File: config.mk
export PLATFORM = sky130hd
export DESIGN_NAME = pe_dot_mac
export DESIGN_NICKNAME = d
export VERILOG_FILES = /design/src/rtl/pe_dot_mac.sv
export SDC_FILE = /design/constraint.sdc
export NUM_CORES = 2
export LEC_CHECK = 0
export CORE_ASPECT_RATIO = 2
export CORE_UTILIZATION = 38
export CTS_BUF_LIST = sky130_fd_sc_hd__clkbuf_4 sky130_fd_sc_hd__clkbuf_8
export CTS_CLUSTER_DIAMETER = 120
export DETAILED_ROUTE_END_ITERATION = 10
export PLACE_DENSITY = 0.63
export SYNTH_ARGS = -nofsm -noshare
export SYNTH_HDL_FRONTEND = slang
export SYNTH_SLANG_ARGS = --single-unit
File: constraint.sdc
create_clock -name clk -period 12.7 [get_ports clk]
set_input_delay 2.54 -clock clk [delete_from_list [all_inputs] [get_ports clk]]
set_output_delay 2.54 -clock clk [all_outputs]
set_load 0.01 [all_outputs]
File: src/rtl/pe_dot_mac.sv
// Pipelined signed fixed-point dot-product MAC: TAPS products per beat, accumulated
// across a first..last group seeded by psum_in, then rescaled, rounded and saturated.
module pe_dot_mac #(
    parameter int DW   = 16,
    parameter int FRAC = 12,
    parameter int TAPS = 3,
    parameter int ACCW = 40
) (
    input  logic               clk,
    input  logic               rst,
    input  logic               in_valid,
    output logic               in_ready,
    input  logic [TAPS*DW-1:0] in_a,
    input  logic [TAPS*DW-1:0] in_b,
    input  logic               in_first,
    input  logic               in_last,
    input  logic [DW-1:0]      psum_in,
    input  logic               mode_round,
    output logic               out_valid,
    input  logic               out_ready,
    output logic [DW-1:0]      out_data,
    output logic               out_sat
);

    localparam logic signed [ACCW-1:0] HALF = (ACCW'(1) << FRAC) >> 1;
    localparam logic signed [ACCW-1:0] MAXV = {{(ACCW-DW+1){1'b0}}, {(DW-1){1'b1}}};
    localparam logic signed [ACCW-1:0] MINV = {{(ACCW-DW+1){1'b1}}, {(DW-1){1'b0}}};

    logic en;
    assign en       = !out_valid || out_ready;
    assign in_ready = en;

    // S1: products
    logic                   v1, first1, last1, rnd1;
    logic [DW-1:0]          psum1;
    logic signed [2*DW-1:0] prod1 [TAPS];
    logic signed [2*DW-1:0] prod_c [TAPS];

    always_comb begin
        for (int unsigned i = 0; i < TAPS; i++) begin
            prod_c[i] = (2*DW)'($signed(in_a[i*DW +: DW])) * (2*DW)'($signed(in_b[i*DW +: DW]));
        end
    end

    always_ff @(posedge clk or posedge rst) begin
        if (rst) begin
            v1     <= 1'b0;
            first1 <= 1'b0;
            last1  <= 1'b0;
            rnd1   <= 1'b0;
            psum1  <= '0;
            for (int unsigned i = 0; i < TAPS; i++) prod1[i] <= '0;
        end else if (en) begin
            v1     <= in_valid;
            first1 <= in_first;
            last1  <= in_last;
            rnd1   <= mode_round;
            psum1  <= psum_in;
            for (int unsigned i = 0; i < TAPS; i++) prod1[i] <= prod_c[i];
        end
    end

    // S2: beat sum at accumulator width
    logic                   v2, first2, last2, rnd2;
    logic [DW-1:0]          psum2;
    logic signed [ACCW-1:0] sum2;
    logic signed [ACCW-1:0] sum_c;

    always_comb begin
        sum_c = '0;
        for (int unsigned i = 0; i < TAPS; i++) begin
            sum_c = sum_c + ACCW'(prod1[i]);
        end
    end

    always_ff @(posedge clk or posedge rst) begin
        if (rst) begin
            v2     <= 1'b0;
            first2 <= 1'b0;
            last2  <= 1'b0;
            rnd2   <= 1'b0;
            psum2  <= '0;
            sum2   <= '0;
        end else if (en) begin
            v2     <= v1;
            first2 <= first1;
            last2  <= last1;
            rnd2   <= rnd1;
            psum2  <= psum1;
            sum2   <= sum_c;
        end
    end

    // S3: accumulator; fin3 marks that acc now holds a completed group
    logic                   fin3, rnd3;
    logic signed [ACCW-1:0] acc;
    logic signed [ACCW-1:0] acc_base, acc_new;

    always_comb begin
        acc_base = first2 ? (ACCW'($signed(psum2)) << FRAC) : acc;
        acc_new  = acc_base + sum2;
    end

    always_ff @(posedge clk or posedge rst) begin
        if (rst) begin
            acc  <= '0;
            fin3 <= 1'b0;
            rnd3 <= 1'b0;
        end else if (en) begin
            if (v2) acc <= acc_new;
            fin3 <= v2 && last2;
            rnd3 <= rnd2;
        end
    end

    // Output stage: rescale from the settled accumulator, round, saturate
    logic signed [ACCW-1:0] v_fin, r_fin;

    always_comb begin
        v_fin = acc + (rnd3 ? HALF : '0);
        r_fin = v_fin >>> FRAC;
    end

    always_ff @(posedge clk or posedge rst) begin
        if (rst) begin
            out_valid <= 1'b0;
            out_data  <= '0;
            out_sat   <= 1'b0;
        end else if (en) begin
            out_valid <= fin3;
            if (fin3) begin
                if (r_fin > MAXV) begin
                    out_data <= {1'b0, {(DW-1){1'b1}}};
                    out_sat  <= 1'b1;
                end else if (r_fin < MINV) begin
                    out_data <= {1'b1, {(DW-1){1'b0}}};
                    out_sat  <= 1'b1;
                end else begin
                    out_data <= r_fin[DW-1:0];
                    out_sat  <= 1'b0;
                end
            end
        end
    end

endmodule

* After elaboration in Yosys (flattened, before gate mapping)
Index checks and enable logic that the tools add are counted.
Word-level totals: output and inout port bits 19, bits in registers 236, input bits 119, word-level logic and storage cells 40
Cells by class: order comparisons 2, add/subtract/negate cells 4, reduce and logical (&&, ||, !) cells 5, mux-type cells 6, $mul 3
Operators by type and width (number):
- 16-bit by 16-bit multiplier with 32-bit output | 3
- 40-bit by 12-bit adder with 40-bit output | 1
- 40-bit adder | 1
- 40-bit 2-to-1 mux | 1
- 33-bit by 32-bit adder with 34-bit output | 1
- 32-bit by 32-bit adder with 33-bit output | 1
- 16-bit 2-to-1 mux | 2
- 28-bit by 16-bit > comparator with 1-bit output (second input constant) | 1
- 28-bit by 16-bit less-than comparator with 1-bit output (second input constant) | 1
- 12-bit 2-to-1 mux | 1
- 2-bit AND reduction | 2
- 1-bit 2-to-1 mux | 2
- 1-bit logical AND | 1
- 1-bit logical NOT | 1
- 1-bit logical OR | 1

* Longest topological paths before layout
word-level depth 5, gate-level depth with buffers 25, depth with buffers taken out 24

* Least setup slack after synthesis
Ideal clock, no wire load.
path type input to register, from in in_a[15], to reg prod1[95] (netlist bit), arrival 8.210 ns, stages on the path 21, setup time 0.129 ns, buffers on the path 1, required time 12.571 ns, slack 4.361 ns, cells stage by stage clkbuf_1 nand2_1 inv_1 fa_1 fa_1 fa_1 fa_1 fa_1 inv_1 fa_1 inv_1 ha_1 nor3_1 nor2_1 a31o_2 a21o_1 a22o_1 a311oi_1 a21oi_1 xnor2_1 o21ai_1
Between the ends: cells in the longest elaborated chain, start to end 1
Ends and longest elaborated chain:
- from (decl) | RTL line 13 | input logic [TAPS*DW-1:0] in_a,
- 16-bit by 16-bit multiplier with 32-bit output | RTL line 41 | prod_c[i] = (2*DW)'($signed(in_a[i*DW +: DW])) * (2*DW)'($signed(in_b[i*DW +: DW]));
- to (decl) | RTL line 36 | logic signed [2*DW-1:0] prod1 [TAPS];
Every way passes these cells. A chain may end at the register's enable or synchronous reset.

* Worst setup path in the final report
from in in_b[7], to reg prod1[94] (netlist bit)
Between the ends: cells in the longest elaborated chain, start to end 1
Ends and longest elaborated chain:
- from (decl) | RTL line 14 | input logic [TAPS*DW-1:0] in_b,
- 16-bit by 16-bit multiplier with 32-bit output | RTL line 41
Every way passes these cells.

==> results.md <==
- Status: complete, no violations
- Slew Limit Headroom: 28.41%
- CP Class: primary input to flip-flop
- WL/cell: 18.35 microns
- Worst Path Arrival: 9.58 ns
- R2R cell count: 14
- Post-Syn Area: 0.04260 sq mm
- CP most frequent cell: fa_1
- F_max: 109.4 MHz
- Commonest cells after routing, fill and taps aside: 913 x inv_1, 820 x fa_1, 663 x nand2_1
- Avg Inst Size Synth: 9.109 sq um
- Clock insertion delay at the later pin of the skew report: 0.59 ns
- Chip Width: 238.8 microns
- Final min period: 9.137 ns
- Initial antenna violation count: 2
- Critical path data required time: 13.14 ns
- CTS buffer count: 36
- Crit Path Max Fanout: 16
- Post_cts resized: 0
- Post-synth ARST share: 100.0%
- # setup viols final: 0
- Clock skew: 0.03852 ns
- Post-synth EDFFs: 0
- Layout overhead on the synthesized area: 8.182%
- # IOs: 138
- Number of I/O port buffers: 137
- Final nets: 5951
- Die Span Y: 475.5 microns
- Max Root-Sink Buffers: 3
- Slowest CP cell: clkdlybuf4s50_1
- Main synth FF type: dfrtp_1
- Post-synthesis cell count: 4677
- Vias in the first global route: 35020
- Final Hold Vio Count: 0
- Final Max Slew Viols: 0
- Die ar.: 0.1135 sq mm
- Fraction of layout cells with a size suffix above 1: 2.542%
- First-pass GRT wire length: 184.5 mm
- Total track usage: 20.90%
- Hold_buf cts: 0
- CORE AREA: 0.1110 sq mm
- Total grt overflow: 0
- Net count after synthesis: 5934
- CP Cell Sequence: clkdlybuf4s50_1 -> nand2_1 -> fa_1 -> inv_1 -> fa_1 -> inv_1 -> fa_1 -> inv_1 -> fa_1 -> fa_1 -> inv_1 -> fa_1 -> inv_1 -> ha_1 -> nand3_1 -> nor2_1 -> nand2_1 -> a2111o_1 -> a21oi_1 -> o211ai_1 -> a2111oi_2 -> o21a_1 -> o31ai_1
- Hold Crit Depth: 2
- CP peak stage delay: 1.05 ns
- Unrepaired setup endpoints after global routing: no
- Clock sinks: 230
- YS warnings: 0
- Synthesized flop and latch total: 230
- Commonest non-fill, non-tap cell in the layout: inv_1
- Setup bufs post-CTS: 0
- CTS tree: built
- Detailed Routing Iterations Pass 1: 5
- Detailed Route WL: 113.9 mm
- Fin Setup TNS: 0 ns
- Final ANT Viol Nets: 0
- DR vias: 31320
- Vias/cell: 5.045
- Largest net degree at the start of global routing: 150
- Placement Rows: 173
- Cell variety after synth: 75
- HPWL after detailed placement: 94.65 mm
- Max-cap violations: 0
- Htree depth: 2
- Clock Root Buffer: clkbuf_8
- DRC violations left: 0
- Clock transition at the registers of the reported paths: 0.07 ns
- Crit. End Element: flip-flop
- Seq/Total Area, Yosys: 13.51%
- Worst-Margin Slew: 1.074 ns
- Nature of the critical path startpoint: primary input
- Worst setup margin: 3.563 ns
- Pre-CTS setup slack: 2.994 ns
- Worst hold path class: flip-flop to flip-flop
- Initial DRC Count: 1271
- RePlAce Congestion: 0.8849
- Period utilization: 71.94%
- Initial Util: 38.37%
-- synth_stat cells, types with 3 or more instances --
| cell type | n | area, sq um |
|---|---|---|
| a211o_1 | 4 | 35.03 |
| a211oi_1 | 13 | 97.59 |
| a21boi_0 | 4 | 30.03 |
| a21o_1 | 82 | 615.6 |
| a21oi_1 | 194 | 970.9 |
| a22oi_1 | 4 | 30.03 |
| a31o_2 | 3 | 26.28 |
| a31oi_1 | 21 | 131.4 |
| a41oi_1 | 6 | 52.55 |
| and2_1 | 379 | 2371 |
| and3_1 | 26 | 162.7 |
| and4_1 | 6 | 52.55 |
| buf_1 | 3 | 11.26 |
| buf_4 | 3 | 22.52 |
| buf_6 | 3 | 33.78 |
| clkbuf_1 | 162 | 608.1 |
| dfrtp_1 | 230 | 5756 |
| fa_1 | 820 | 16420 |
| ha_1 | 318 | 3979 |
| inv_1 | 915 | 3435 |
| mux2_2 | 18 | 202.7 |
| mux2i_1 | 4 | 40.04 |
| nand2_1 | 664 | 2492 |
| nand2b_1 | 27 | 168.9 |
| nand3_1 | 45 | 225.2 |
| nand4_1 | 19 | 118.9 |
| nor2_1 | 168 | 630.6 |
| nor2b_1 | 20 | 125.1 |
| nor3_1 | 22 | 110.1 |
| nor3b_1 | 9 | 67.56 |
| nor4_1 | 3 | 18.77 |
| nor4b_1 | 3 | 26.28 |
| o211ai_1 | 22 | 165.2 |
| o21a_1 | 34 | 255.2 |
| o21ai_0 | 146 | 730.7 |
| o21ai_1 | 9 | 45.04 |
| o21bai_1 | 31 | 232.7 |
| o311ai_0 | 3 | 26.28 |
| o31ai_1 | 15 | 112.6 |
| or3_1 | 7 | 43.79 |
| or4_1 | 3 | 22.52 |
| xnor2_1 | 101 | 884.6 |
| xor2_1 | 69 | 604.3 |
-- path summary, 6_finish.rpt --
kind | start | end | slack [ns]
setup / recovery | in_b[7] | prod1[94]$_DFFE_PP0N_ | 3.56
setup reg to reg | prod1[1]$_DFFE_PP0N_ | sum2[38]$_DFFE_PP0N_ | 8.80
hold / removal | psum1[5]$_DFFE_PP0N_ | psum2[5]$_DFFE_PP0N_ | 0.46
hold reg to reg | psum1[5]$_DFFE_PP0N_ | psum2[5]$_DFFE_PP0N_ | 0.46
min in group asynchronous | rst | out_data[3]$_DFFE_PP0P_ | 2.43
max in group asynchronous | rst | acc[11]$_DFFE_PP0P_ | 8.81
-- stage by stage --
stage	hold slack (ns)	std cells	util (%)	instance area (sq um)
3_5_place_dp	0.4489	6143	40.79	45290
2_1_floorplan	0.4309	4677	-	42600
6_report	0.4609	6208	41.50	46090
5_1_grt	0.4910	6208	41.50	46090
3_3_place_gp	0.4438	6143	40.79	45290
4_1_cts	0.4642	6207	41.50	46090
-- cell type report --
type                       instances  area, sq um
clock inverter                    15        142.6
inverter                         915         3447
tap                             1487         1861
clock buffer                      49        649.4
antenna                            1        2.502
multi-input combinational       3360        32740
timing repair buffer             151         1489
sequential                       230         5756
fill                           11130        64950
-- cell families after synthesis --
kind of cell	count (synthesis)	synth area share, %
buffers and inverters	1087	9.660
xor gates and xnor gates	170	3.495
muxes	22	0.5698
DFF	230	13.51
AOI/OAI and AO/OA	619	9.081
adders and majority gates	1138	47.87
and+or+nand+nor	1411	15.81
-- layer usage --
metal  share of wire [%]  GRT usage, %  wire [microns]  vias to the layer above
li1                    -             -               -                    14390
met1                  34         20.55           38330                    15970
met2                  58         42.21           65640                      645
met3                 2.4         1.246            2737                      315
met4                 6.3         11.87            7182                        0
met5                   0             0               0                        -
-- worst max-delay path, delay by kind of cell --
| kind | cells | cell delay, ns |
|---|---|---|
| AOI/OAI and AO/OA | 6 | 1.81 |
| adders and majority gates | 7 | 3.35 |
| buffers and inverters | 6 | 1.31 |
| and+or+nand+nor | 4 | 0.59 |
-- registers in the layout, summed over array words and instances (netlist names), 16 cells and up --
register	flops
sum2	34
psum2	16
psum1	16
prod1	96
acc	40
out_data	16
Power is not shown: default switching activity piles up to over one toggle a cycle in this logic, so the estimate is an artifact.
